## src/rtl/hazard_pkg.sv

```systemverilog
// Shared types and constants for the ID-stage hazard/forwarding controller.
package hazard_pkg;

    localparam int unsigned FWD_SEL_REGFILE = 0;
    localparam logic [3:0]  BE_FULL         = 4'hF;

    typedef enum logic [0:0] {
        MC_IDLE,
        MC_BUSY
    } mc_state_t;

    function automatic int unsigned sel_w(input int unsigned nfwd);
        return $clog2(nfwd + 1);
    endfunction

endpackage

```

## src/rtl/hazard_mc_scoreboard.sv

```systemverilog
// HI/LO multi-cycle unit scoreboard: IDLE/BUSY FSM with countdown watchdog
// and sticky timeout flag.
module hazard_mc_scoreboard
    import hazard_pkg::*;
#(
    parameter int unsigned MC_LAT = 33
) (
    input  logic clk_i,
    input  logic resetn_i,
    input  logic mc_start_i,
    input  logic mc_done_i,
    output logic mc_busy_o,
    output logic mc_timeout_o
);

    localparam int unsigned     CntW    = (MC_LAT > 1) ? $clog2(MC_LAT) : 1;
    localparam logic [CntW-1:0] CntLoad = CntW'(MC_LAT - 1);

    mc_state_t       state_q;
    logic [CntW-1:0] cnt_q;
    logic            timeout_q;

    always_ff @(posedge clk_i or negedge resetn_i) begin
        if (!resetn_i) begin
            state_q   <= MC_IDLE;
            cnt_q     <= '0;
            timeout_q <= 1'b0;
        end else begin
            case (state_q)
                MC_IDLE: begin
                    if (mc_start_i) begin
                        state_q <= MC_BUSY;
                        cnt_q   <= CntLoad;
                    end
                end
                MC_BUSY: begin
                    // A done coinciding with a new start hands the unit straight to the next op.
                    if (mc_done_i) begin
                        if (mc_start_i) begin
                            cnt_q <= CntLoad;
                        end else begin
                            state_q <= MC_IDLE;
                        end
                    end else if (cnt_q == '0) begin
                        state_q   <= MC_IDLE;
                        timeout_q <= 1'b1;
                    end else begin
                        cnt_q <= cnt_q - 1'b1;
                    end
                end
                default: state_q <= MC_IDLE;
            endcase
        end
    end

    assign mc_busy_o    = (state_q == MC_BUSY);
    assign mc_timeout_o = timeout_q;

endmodule

```

## src/rtl/hazard_fwd_unit.sv

```systemverilog
// ID-stage operand bypass select and stall generation for the MIPS pipeline.
// Optional stall-cause perf counters are enabled with HAZ_PERF_CNT_EN.
module hazard_fwd_unit
    import hazard_pkg::*;
#(
    parameter int unsigned NUM_RPORTS     = 2,
    parameter int unsigned NUM_FWD        = 3,
    parameter int unsigned REG_AW         = 5,
    parameter int unsigned LOAD_RDY_STAGE = 2,
    parameter int unsigned MC_LAT         = 33,
    parameter int unsigned CNT_W          = 32
) (
    input  logic                                  clk_i,
    input  logic                                  resetn_i,
    input  logic [NUM_RPORTS-1:0]                 rd_valid_i,
    input  logic [NUM_RPORTS*REG_AW-1:0]          rd_addr_i,
    input  logic [NUM_FWD*REG_AW-1:0]             stg_waddr_i,
    input  logic [NUM_FWD*4-1:0]                  stg_wen_i,
    input  logic [NUM_FWD-1:0]                    stg_load_i,
    input  logic                                  id_valid_i,
    input  logic                                  id_uses_hilo_i,
    input  logic                                  mc_start_i,
    input  logic                                  mc_done_i,
    output logic [NUM_RPORTS*sel_w(NUM_FWD)-1:0]  fwd_sel_o,
    output logic                                  stall_id_o,
    output logic                                  pc_we_o,
    output logic                                  ir_we_o,
    output logic                                  mc_busy_o,
    output logic                                  mc_timeout_o
`ifdef HAZ_PERF_CNT_EN
    ,
    output logic [CNT_W-1:0]                      cnt_load_o,
    output logic [CNT_W-1:0]                      cnt_partial_o,
    output logic [CNT_W-1:0]                      cnt_mc_o
`endif
);

    localparam int unsigned SelW = sel_w(NUM_FWD);

    logic [NUM_RPORTS-1:0] load_hit;
    logic [NUM_RPORTS-1:0] part_hit;
    logic                  load_stall;
    logic                  part_stall;
    logic                  mc_stall;
    logic                  mc_busy;

    for (genvar k = 0; k < NUM_RPORTS; k++) begin : g_port
        logic [REG_AW-1:0] addr;
        logic [SelW-1:0]   sel;
        logic              ld;
        logic              part;

        assign addr = rd_addr_i[k*REG_AW +: REG_AW];

        // Scan oldest to youngest so the youngest matching producer is left standing.
        always_comb begin
            sel  = SelW'(FWD_SEL_REGFILE);
            ld   = 1'b0;
            part = 1'b0;
            for (int j = NUM_FWD - 1; j >= 0; j--) begin
                if (rd_valid_i[k] && (addr != '0) &&
                    (addr == stg_waddr_i[j*REG_AW +: REG_AW]) && (|stg_wen_i[j*4 +: 4])) begin
                    sel  = SelW'(j + 1);
                    ld   = stg_load_i[j] && (j < int'(LOAD_RDY_STAGE));
                    part = (stg_wen_i[j*4 +: 4] != BE_FULL);
                end
            end
        end

        assign fwd_sel_o[k*SelW +: SelW] = sel;
        assign load_hit[k]               = ld;
        assign part_hit[k]               = part;
    end

    hazard_mc_scoreboard #(
        .MC_LAT (MC_LAT)
    ) u_mc_sb (
        .clk_i        (clk_i),
        .resetn_i     (resetn_i),
        .mc_start_i   (mc_start_i),
        .mc_done_i    (mc_done_i),
        .mc_busy_o    (mc_busy),
        .mc_timeout_o (mc_timeout_o)
    );

    assign load_stall = |load_hit;
    assign part_stall = |part_hit;
    assign mc_stall   = id_valid_i & id_uses_hilo_i & mc_busy;
    assign stall_id_o = load_stall | part_stall | mc_stall;
    assign pc_we_o    = ~stall_id_o;
    assign ir_we_o    = ~stall_id_o;
    assign mc_busy_o  = mc_busy;

`ifdef HAZ_PERF_CNT_EN
    logic [CNT_W-1:0] cnt_load_q;
    logic [CNT_W-1:0] cnt_partial_q;
    logic [CNT_W-1:0] cnt_mc_q;

    always_ff @(posedge clk_i or negedge resetn_i) begin
        if (!resetn_i) begin
            cnt_load_q    <= '0;
            cnt_partial_q <= '0;
            cnt_mc_q      <= '0;
        end else begin
            if (load_stall && (cnt_load_q != '1))    cnt_load_q    <= cnt_load_q + 1'b1;
            if (part_stall && (cnt_partial_q != '1)) cnt_partial_q <= cnt_partial_q + 1'b1;
            if (mc_stall && (cnt_mc_q != '1))        cnt_mc_q      <= cnt_mc_q + 1'b1;
        end
    end

    assign cnt_load_o    = cnt_load_q;
    assign cnt_partial_o = cnt_partial_q;
    assign cnt_mc_o      = cnt_mc_q;
`endif

endmodule

```

## config.mk

```make
export PLATFORM = sky130hd
export DESIGN_NAME = hazard_fwd_unit
export DESIGN_NICKNAME = d
export VERILOG_FILES = /design/src/rtl/hazard_pkg.sv /design/src/rtl/hazard_mc_scoreboard.sv /design/src/rtl/hazard_fwd_unit.sv
export SDC_FILE = /design/constraint.sdc
export NUM_CORES = 1
export LEC_CHECK = 0
export ABC_AREA = 1
export CORE_ASPECT_RATIO = 0.7
export CORE_MARGIN = 10
export CORE_UTILIZATION = 40
export DETAILED_ROUTE_END_ITERATION = 6
export GPL_TIMING_DRIVEN = 0
export PLACE_DENSITY = 0.77
export SYNTH_ARGS = -nofsm -noshare
export SYNTH_HDL_FRONTEND = slang
export SYNTH_SLANG_ARGS = --single-unit
```

## constraint.sdc

```tcl
create_clock -name clk_i -period 2.2 [get_ports clk_i]
set_input_delay 0.33 -clock clk_i [delete_from_list [all_inputs] [get_ports clk_i]]
set_output_delay 0.33 -clock clk_i [all_outputs]
set_load 0.01 [all_outputs]
```

==> metrics.md, run 1 <==
| Metric | Value |
|---|---|
| Outcome | `complete, no violations` |
| DIE HEIGHT | `between 60 and 70 µm` |
| Final Hold Viols | `0` |
| Setup crit start kind | `primary input` |
| Pwr Total | `between 0.8 and 0.9 mW` |
| CP Data Required Time | `around 1.9 ns` |
| Max VDD drop | `around 0.0005 V` |
| Worst Setup SP | `rd_addr_i[5]` |
| Setup crit end kind | `primary output` |
| Kind of critical path | `in2out` |
| CTS HTree Levels | `1` |
| Initial antenna violation count | `0` |
| Initial Utilization | `0.409` |
| Setup violators final | `0` |
| Root Driver | `clkbuf_8` |
| Post-Syn Instances | `245` |
| TritonRoute pass-1 iters | `4` |
| Slowest cell on crit path | `dlygate4sd2_1` |
| Core region area | `3110 µm²` |
| Critical-path cell list | `dlygate4sd2_1 -> nor2_1 -> nand3_1 -> nand2_2 -> inv_2 -> nand3_2 -> nand2_1 -> a21oi_2 -> nand2_2 -> nor2_2 -> buf_4 -> buf_4` |
| Max Clock Freq | `around 0.49 GHz` |
| Via/cell ratio | `between 4 and 5` |
| Number of top-level pins | `57` |
| Cell Pwr Density | `between 400 and 500 nW/µm²` |
| Leakage | `between 1 and 1.5 nW` |
| Yosys warning count | `0` |
| Nets@finish | `around 360` |
| Crit path DAT | `between 1.5 and 2 ns` |
| Largest net degree at the start of global routing | `9` |
| Total CTS buffers | `3` |
| Area added between synthesis and finish | `57.6%` |
| Routed Antenna Nets | `0` |
| Worst skew pair latency | `roughly 0.23 ns` |
| GRT Overall Usage | `0.137` |
| Longest Clk Path Bufs | `2` |
| Initial DRC count | `~110` |
| DIE AREA | `about 5900 µm²` |
| Final antenna diode count | `0` |
| Maxcap violations | `0` |
| FF-to-FF Start | `u_mc_sb.cnt_q[0]$_DFFE_PN0N_` |
| Pin slew with the least headroom to its limit | `between 0.3 and 0.4 ns` |
| GP Congestion | `about 0.88` |
| Fin Clk Skew | `about 0.0046 ns` |
| Detailed-placement wirelength estimate | `around 3500 µm` |
| Hold Path Class | `in2async` |
| Via count | `between 1500 and 2000` |
| Rows | `17` |
| Post-synth cell types | `27` |
| Synthesized area | `1270 µm²` |
| WHS | `between 0.3 and 0.4 ns` |
| Die width | `roughly 87 µm` |
| Worst Reg-to-Reg Cells | `8` |
| Post-cts hold buffer count | `0` |
| First-pass GRT wire length | `between 6000 and 7000 µm` |
| DRC Markers | `0` |
| Layout cell share with drive strength beyond 1 | `0.202` |
| Global route overflow | `0` |
| RSZ-0062 raised after global routing | `false` |
| WL final | `approximately 4200 µm` |
| Post-route minimum period | `2.05 ns` |
| Via count of the first global-routing pass | `1424` |
| Design area | `approximately 2000 µm²` |
| Seq/Total Area, Yosys | `0.158` |
| Seq cells post-synth | `8` |
| Relative slew slack | `0.761` |
| Share of the synthesized area in the top cell type | `0.310` |
| Clock transition at the registers of the reported paths | `around 0.040 ns` |
| Placed Instance Area | `~1900 µm²` |
| Largest area contributor in the netlist | `nand2_1` |
| Mapped Nets | `approximately 300` |
| Maximum fanout along the worst path | `5` |
| Syn avg cell area | `just over 5 µm²` |
| Area contributors post-synth | `nand2_1, dfrtp_1, inv_1` |
| Slew Viols, Final | `0` |
| Clock sinks | `8` |
| Final Cycle Share | `0.932` |
| CTS tree | `yes` |
| Max incr delay on CP | `roughly 0.30 ns` |
| Drt wl/cell | `12.1 µm` |
| # port buffers | `55` |
==> final timing paths <==
path,slack [ns],endpoint
min in group clk_i,0.47,u_mc_sb.mc_timeout_o$_DFFE_PN0P_
min reg2reg,0.47,u_mc_sb.mc_timeout_o$_DFFE_PN0P_
min,0.38,u_mc_sb.mc_busy_o$_DFF_PN0_
max in group asynchronous,1.56,u_mc_sb.cnt_q[5]$_DFFE_PN0N_
max,0.15,pc_we_o
max reg2reg,0.80,u_mc_sb.cnt_q[1]$_DFFE_PN0N_
==> layer usage <==
metal	track usage	wire, µm	up-vias
met4	0.0238	40	0
met5	0	0	-
met2	0.194	1780	64
met1	0.198	2040	665
met3	0.0433	327	8
li1	-	-	864
==> cells by family after synthesis <==
| group | Yosys count | share of synthesized area |
|---|---|---|
| xor+xnor | 10 | 0.0690 |
| buf+inv | 47 | 0.142 |
| flops | 8 | 0.158 |
| compound gates | 11 | 0.0552 |
| simple gates | 168 | 0.567 |
| fa+ha+maj | 1 | 0.00985 |
==> synthesized netlist by cell type <==
cell type  count
buf_4          1
nor4_1         1
o221ai_1       1
dfrtp_1        8
inv_2          9
xnor2_1        6
nor2b_1        1
nand3b_1       1
nand3_2        5
a211oi_1       1
xor2_1         4
nor3_1         3
nor2_1        30
a21oi_1        1
a21oi_2        2
nand2_1      105
nand2b_1       1
o22ai_1        1
nand2_2        2
inv_1         37
nand3_1       11
nand4_1        1
or2_2          1
ha_1           1
nor2_2         5
o21ai_0        5
nor3_2         1
==> power breakdown <==
group	internal [mW]	leakage (nW)	switching, mW	total [mW]
Sequential	0.203	0.0968	0.0397	0.243
Combinational	0.211	1.20	0.249	0.459
Clock	0.118	0.0216	0.0574	0.176
==> worst max-delay path: cells and delay by family <==
family,cells,cell delay (ns)
AOI/OAI and AO/OA,1,0.15
and+or+nand+nor,7,0.66
buffers and inverters,4,0.56
==> area by class of cell <==
type | instances | area (µm²)
fillers | 293 | 1100
repair buffers | 59 | 587
flip-flops and latches | 8 | 200
clock buffers | 3 | 41.3
multi-input cells | 190 | 946
inverters | 46 | 173
well taps | 38 | 47.5
plain buffers | 1 | 7.51
==> repair_timing <==
| action | in CTS | in global routing |
|---|---|---|
| resized for setup | 29 | 59 |
| pin swaps | 2 | 25 |
| endpoints found under the setup margin | 7 | 7 |
| buffers inserted | 0 | 4 |
==> state kept, by name, indices dropped and copies added, names as in the netlist <==
register	cells
u_mc_sb.cnt_q	6
u_mc_sb.mc_timeout_o	1
u_mc_sb.mc_busy_o	1
==> cells in the final DEF (no fill, tap or decap), drive strengths merged <==
cell	instances
or2	1
nor2	35
nor2b	1
dfrtp	8
a21oi	3
a211oi	1
nand3b	1
clkdlybuf4s50	11
nand2b	1
o22ai	1
buf	7
xnor2	6
nor3	4
nand4	1
nor4	1
inv	46
clkdlybuf4s15	1
xor2	4
ha	1
o221ai	1
nand2	107
nand3	16
clkbuf	11
o21ai	5
dlymetal6s2s	25
dlygate4sd2	8
==> stage by stage <==
stage          setup TNS, ns  setup slack (ns)  utilization  cells
6_report                   0             0.150        0.645    345
5_1_grt                    0            0.0341        0.645    345
4_1_cts               -0.105           -0.0727        0.610    341
3_5_place_dp           -2.93            -0.616        0.602    338
3_3_place_gp           -2.86            -0.611        0.602    338
2_1_floorplan              0             0.529            -    245
No activity file was read; power rests on OpenSTA's default activity.
==> run 2: changes to the inputs <==
Settings changed: PLACE_DENSITY 0.77 to 0.76, SYNTH_HIERARCHICAL set to 1.
==> run 2 against run 1 <==
  * Routed wire length decreased by 1.1%
  * Sequential share of layout area is 0.14 points lower
  * Register-to-register slack improved by 0.15 ns
  * Synthesized cell count up 3.7%
  * Clock-buffer cell count unchanged
  * Worst hold slack gained 0.021 ns
  * Power grew 4.7%
  * Maximum frequency is 2.1% lower
  * Worst setup slack lost 0.045 ns
  * Largest power group unchanged
==> metrics.md, run 2 <==
| Metric | Value |
|---|---|
| Outcome | `complete, no violations` |
| GP Congestion | `roughly 0.87` |
| Setup violators final | `0` |
| CP Depth | `13` |
| WL final | `4140 µm` |
| CP Data Required Time | `1.87 ns` |
| Cell internal pwr | `between 0.5 and 0.6 mW` |
| Buf/Inv on CP | `5` |
| Most used cell, CP | `nand2_1` |
| Maxcap violations | `0` |
| Final setup margin | `0.105 ns` |
| Number of top-level pins | `57` |
| Yosys warning count | `6` |
| Flop pwr share | `0.258` |
| Crit path DAT | `roughly 1.8 ns` |
| # port buffers | `55` |
| Sw Share | `0.420` |
| Area contributors post-synth | `nand2_1, dfrtp_1, inv_1` |
| Routed Antenna Nets | `0` |
| DIE AREA | `approximately 6100 µm²` |
| Placed cell count | `between 300 and 400` |
| Flop-to-flop setup slack | `about 0.95 ns` |
| Slew Viols, Final | `0` |
| Worst skew pair latency | `between 0.2 and 0.25 ns` |
| Comb power frac | `0.546` |
| Global route overflow | `0` |
| Die width | `about 90 µm` |
| DRC Markers | `0` |
| DIE HEIGHT | `68.4 µm` |
| First-pass GRT wire length | `~6700 µm` |
| Longest Clk Path Bufs | `2` |
| Nets@finish | `approximately 370` |
| WHS | `around 0.4 ns` |
| Rows | `17` |
| Util after Layout | `0.641` |
| Post-Layout Cell Count | `~350` |
| Via count | `about 1600` |
| Max FFs per register | `6` |
| Via count of the first global-routing pass | `roughly 1500` |
| Layout cell share with drive strength beyond 1 | `0.188` |
| Syn avg cell area | `around 5.3 µm²` |
| Clock sinks | `8` |
| Max VDD drop | `0.000465 V` |
| Max incr delay on CP | `0.30 ns` |
| Relative slew slack | `0.728` |
| Commonest non-fill, non-tap cell in the layout | `nand2_1` |
| Synth async-reset ratio | `1.00` |
| Mapped Nets | `around 300` |
| Root Driver | `clkbuf_8` |
| Drt wl/cell | `approximately 12 µm` |
| Pin slew with the least headroom to its limit | `0.406 ns` |
| Slowest cell on crit path | `dlygate4sd2_1` |
| Largest area contributor in the netlist | `nand2_1` |
| Final Cycle Share | `0.952` |
| Net switching power | `0.386 mW` |
| Hold Path Class | `in2async` |
| Share of the synthesized area in the top cell type | `0.326` |
| Clock transition at the registers of the reported paths | `0.04 ns` |
| GRT Overall Usage | `0.136` |
| Via/cell ratio | `4.59` |
| Commonest cells in the netlist | `nand2_1, inv_1, nor2_1, nand3_1` |
| Worst Setup SP | `rd_addr_i[6]` |
| Detailed-placement wirelength estimate | `3560 µm` |
| Worst Reg-to-Reg Cells | `7` |
| CTS HTree Levels | `1` |
| Fillcell total | `between 300 and 400` |
| Post-synth cell types | `26` |
| Setup crit start kind | `primary input` |
| Post-Syn Instances | `254` |
| Initial antenna violation count | `0` |
| CP delay by family, top | `buffers and inverters` |
| Seq/Total Area, Yosys | `0.150` |
| Largest net degree at the start of global routing | `10` |
| Seq cells post-synth | `8` |
| Initial DRC count | `roughly 100` |
| Synthesized area | `around 1300 µm²` |
| Post-route minimum period | `between 2 and 2.5 ns` |
| Max Clock Freq | `0.477 GHz` |
| Commonest cells after routing, fill and taps aside | `nand2_1, inv_1, nor2_1, dlymetal6s2s_1` |
| Post-cts hold buffer count | `0` |
| FF-to-FF End | `u_mc_sb/cnt_q[0]$_DFFE_PN0N_` |
| Top-count cell post-synth | `nand2_1` |
| Worst Setup EP | `pc_we_o` |
| Final Hold Viols | `0` |
| CTS tree | `yes` |
| Critical-path cell list | `dlygate4sd2_1 -> inv_2 -> nand2_1 -> nand2_1 -> nand2_1 -> inv_1 -> nand3_1 -> nor2_2 -> nand3_2 -> a21oi_2 -> nor2_2 -> buf_4 -> buf_4` |
| Setup crit end kind | `primary output` |
| Register name with the most flops | `u_mc_sb/cnt_q` |
| Total CTS buffers | `3` |
| Placement Setup Slack | `-0.601 ns` |
| Area added between synthesis and finish | `51.8%` |
| EDFF count, synth | `0` |
| Clock network power share | `0.195` |
| Ys flop type | `dfrtp_1` |
| Pwr Total | `around 0.92 mW` |
| Leakage | `1.31 nW` |
| Fin Clk Skew | `0.00247 ns` |
| TritonRoute pass-1 iters | `4` |
| Final antenna diode count | `0` |
| Initial Utilization | `0.422` |
| Cell Pwr Density | `453 nW/µm²` |
| Maximum fanout along the worst path | `5` |
| FF-to-FF Start | `u_mc_sb/cnt_q[0]$_DFFE_PN0N_` |
| Core region area | `3170 µm²` |
| Kind of critical path | `in2out` |
-- run 2: changes by cell type after synthesis, moves of 2 or more --
cell	change
nor2_1	-2
o21ai_2	+2
nand3_1	+6
nand2_2	+3
nor3_1	-3
nand3_2	-2
o21ai_0	-4
nand2_1	+11
nor2_4	+2
inv_1	-3
-- run 2: through the flow --
step                      area [µm²]  setup TNS (ns)
final                           2030               0
after global routing            2030       -0.000282
after CTS                       1960         -0.0152
after detailed placement        1940           -2.66
after global placement          1940           -2.56
after floorplan                 1340               0
-- run 2: area by class of cell --
| class | instances | area [µm²] | share of cell area |
|---|---|---|---|
| flip-flops and latches | 8 | 200 | 0.0986 |
| well taps | 38 | 47.5 | 0.0234 |
| clock buffers | 3 | 41.3 | 0.0203 |
| inverters | 42 | 158 | 0.0776 |
| repair buffers | 56 | 559 | 0.275 |
| multi-input cells | 203 | 1020 | 0.501 |
| plain buffers | 1 | 7.51 | 0.00370 |
-- run 2: routing by layer --
layer	share of wire	global-route usage
met2	0.40	0.194
met4	0.0027	0.0237
met3	0.089	0.0380
met1	0.51	0.198
met5	0	0
-- run 2: cell families after synthesis --
family                     after synthesis  share of synthesized area
buffers and inverters                   43                      0.123
adders and majority gates                2                     0.0187
DFF                                      8                      0.150
xor gates and xnor gates                10                     0.0655
AOI/OAI and AO/OA                        7                     0.0393
and+or+nand+nor                        184                      0.603
-- run 2: worst min-delay path by stage --
stage / start / to / slack [ns] / cells after the start
2_1_floorplan: resetn_i / u_mc_sb/cnt_q[0]$_DFFE_PN0N_ / 0.03 / 0
3_3_place_gp: u_mc_sb/mc_timeout_o$_DFFE_PN0P_ / u_mc_sb/mc_timeout_o$_DFFE_PN0P_ / 0.45 / 2
3_5_place_dp: u_mc_sb/mc_timeout_o$_DFFE_PN0P_ / u_mc_sb/mc_timeout_o$_DFFE_PN0P_ / 0.46 / 2
4_1_cts: resetn_i / u_mc_sb/mc_busy_o$_DFF_PN0_ / 0.41 / 1
5_1_grt: resetn_i / u_mc_sb/mc_busy_o$_DFF_PN0_ / 0.42 / 1
6_report: resetn_i / u_mc_sb/mc_busy_o$_DFF_PN0_ / 0.40 / 1
-- run 2: repair_timing --
item	4_1_cts	5_1_grt
pin swaps	2	21
gates resized for setup	36	44
cloned	0	0
buffers inserted	0	1
endpoints found under the hold margin	0	0
setup endpoints to repair	7	4
-- run 2: power by group through the flow --
stage	clock [mW]	sequential, mW	combinational (mW)
2_1_floorplan	0	0.232	0.324
3_3_place_gp	0	0.236	0.506
3_5_place_dp	0	0.239	0.511
4_1_cts	0.186	0.237	0.500
5_1_grt	0.196	0.247	0.570
6_report	0.180	0.237	0.502
==> run 3: changes to the inputs <==
Settings changed: CAP_MARGIN set to 10.
==> results of run 3 <==
Same layout as run 2: the final DEF is identical, and so are final timing and power.
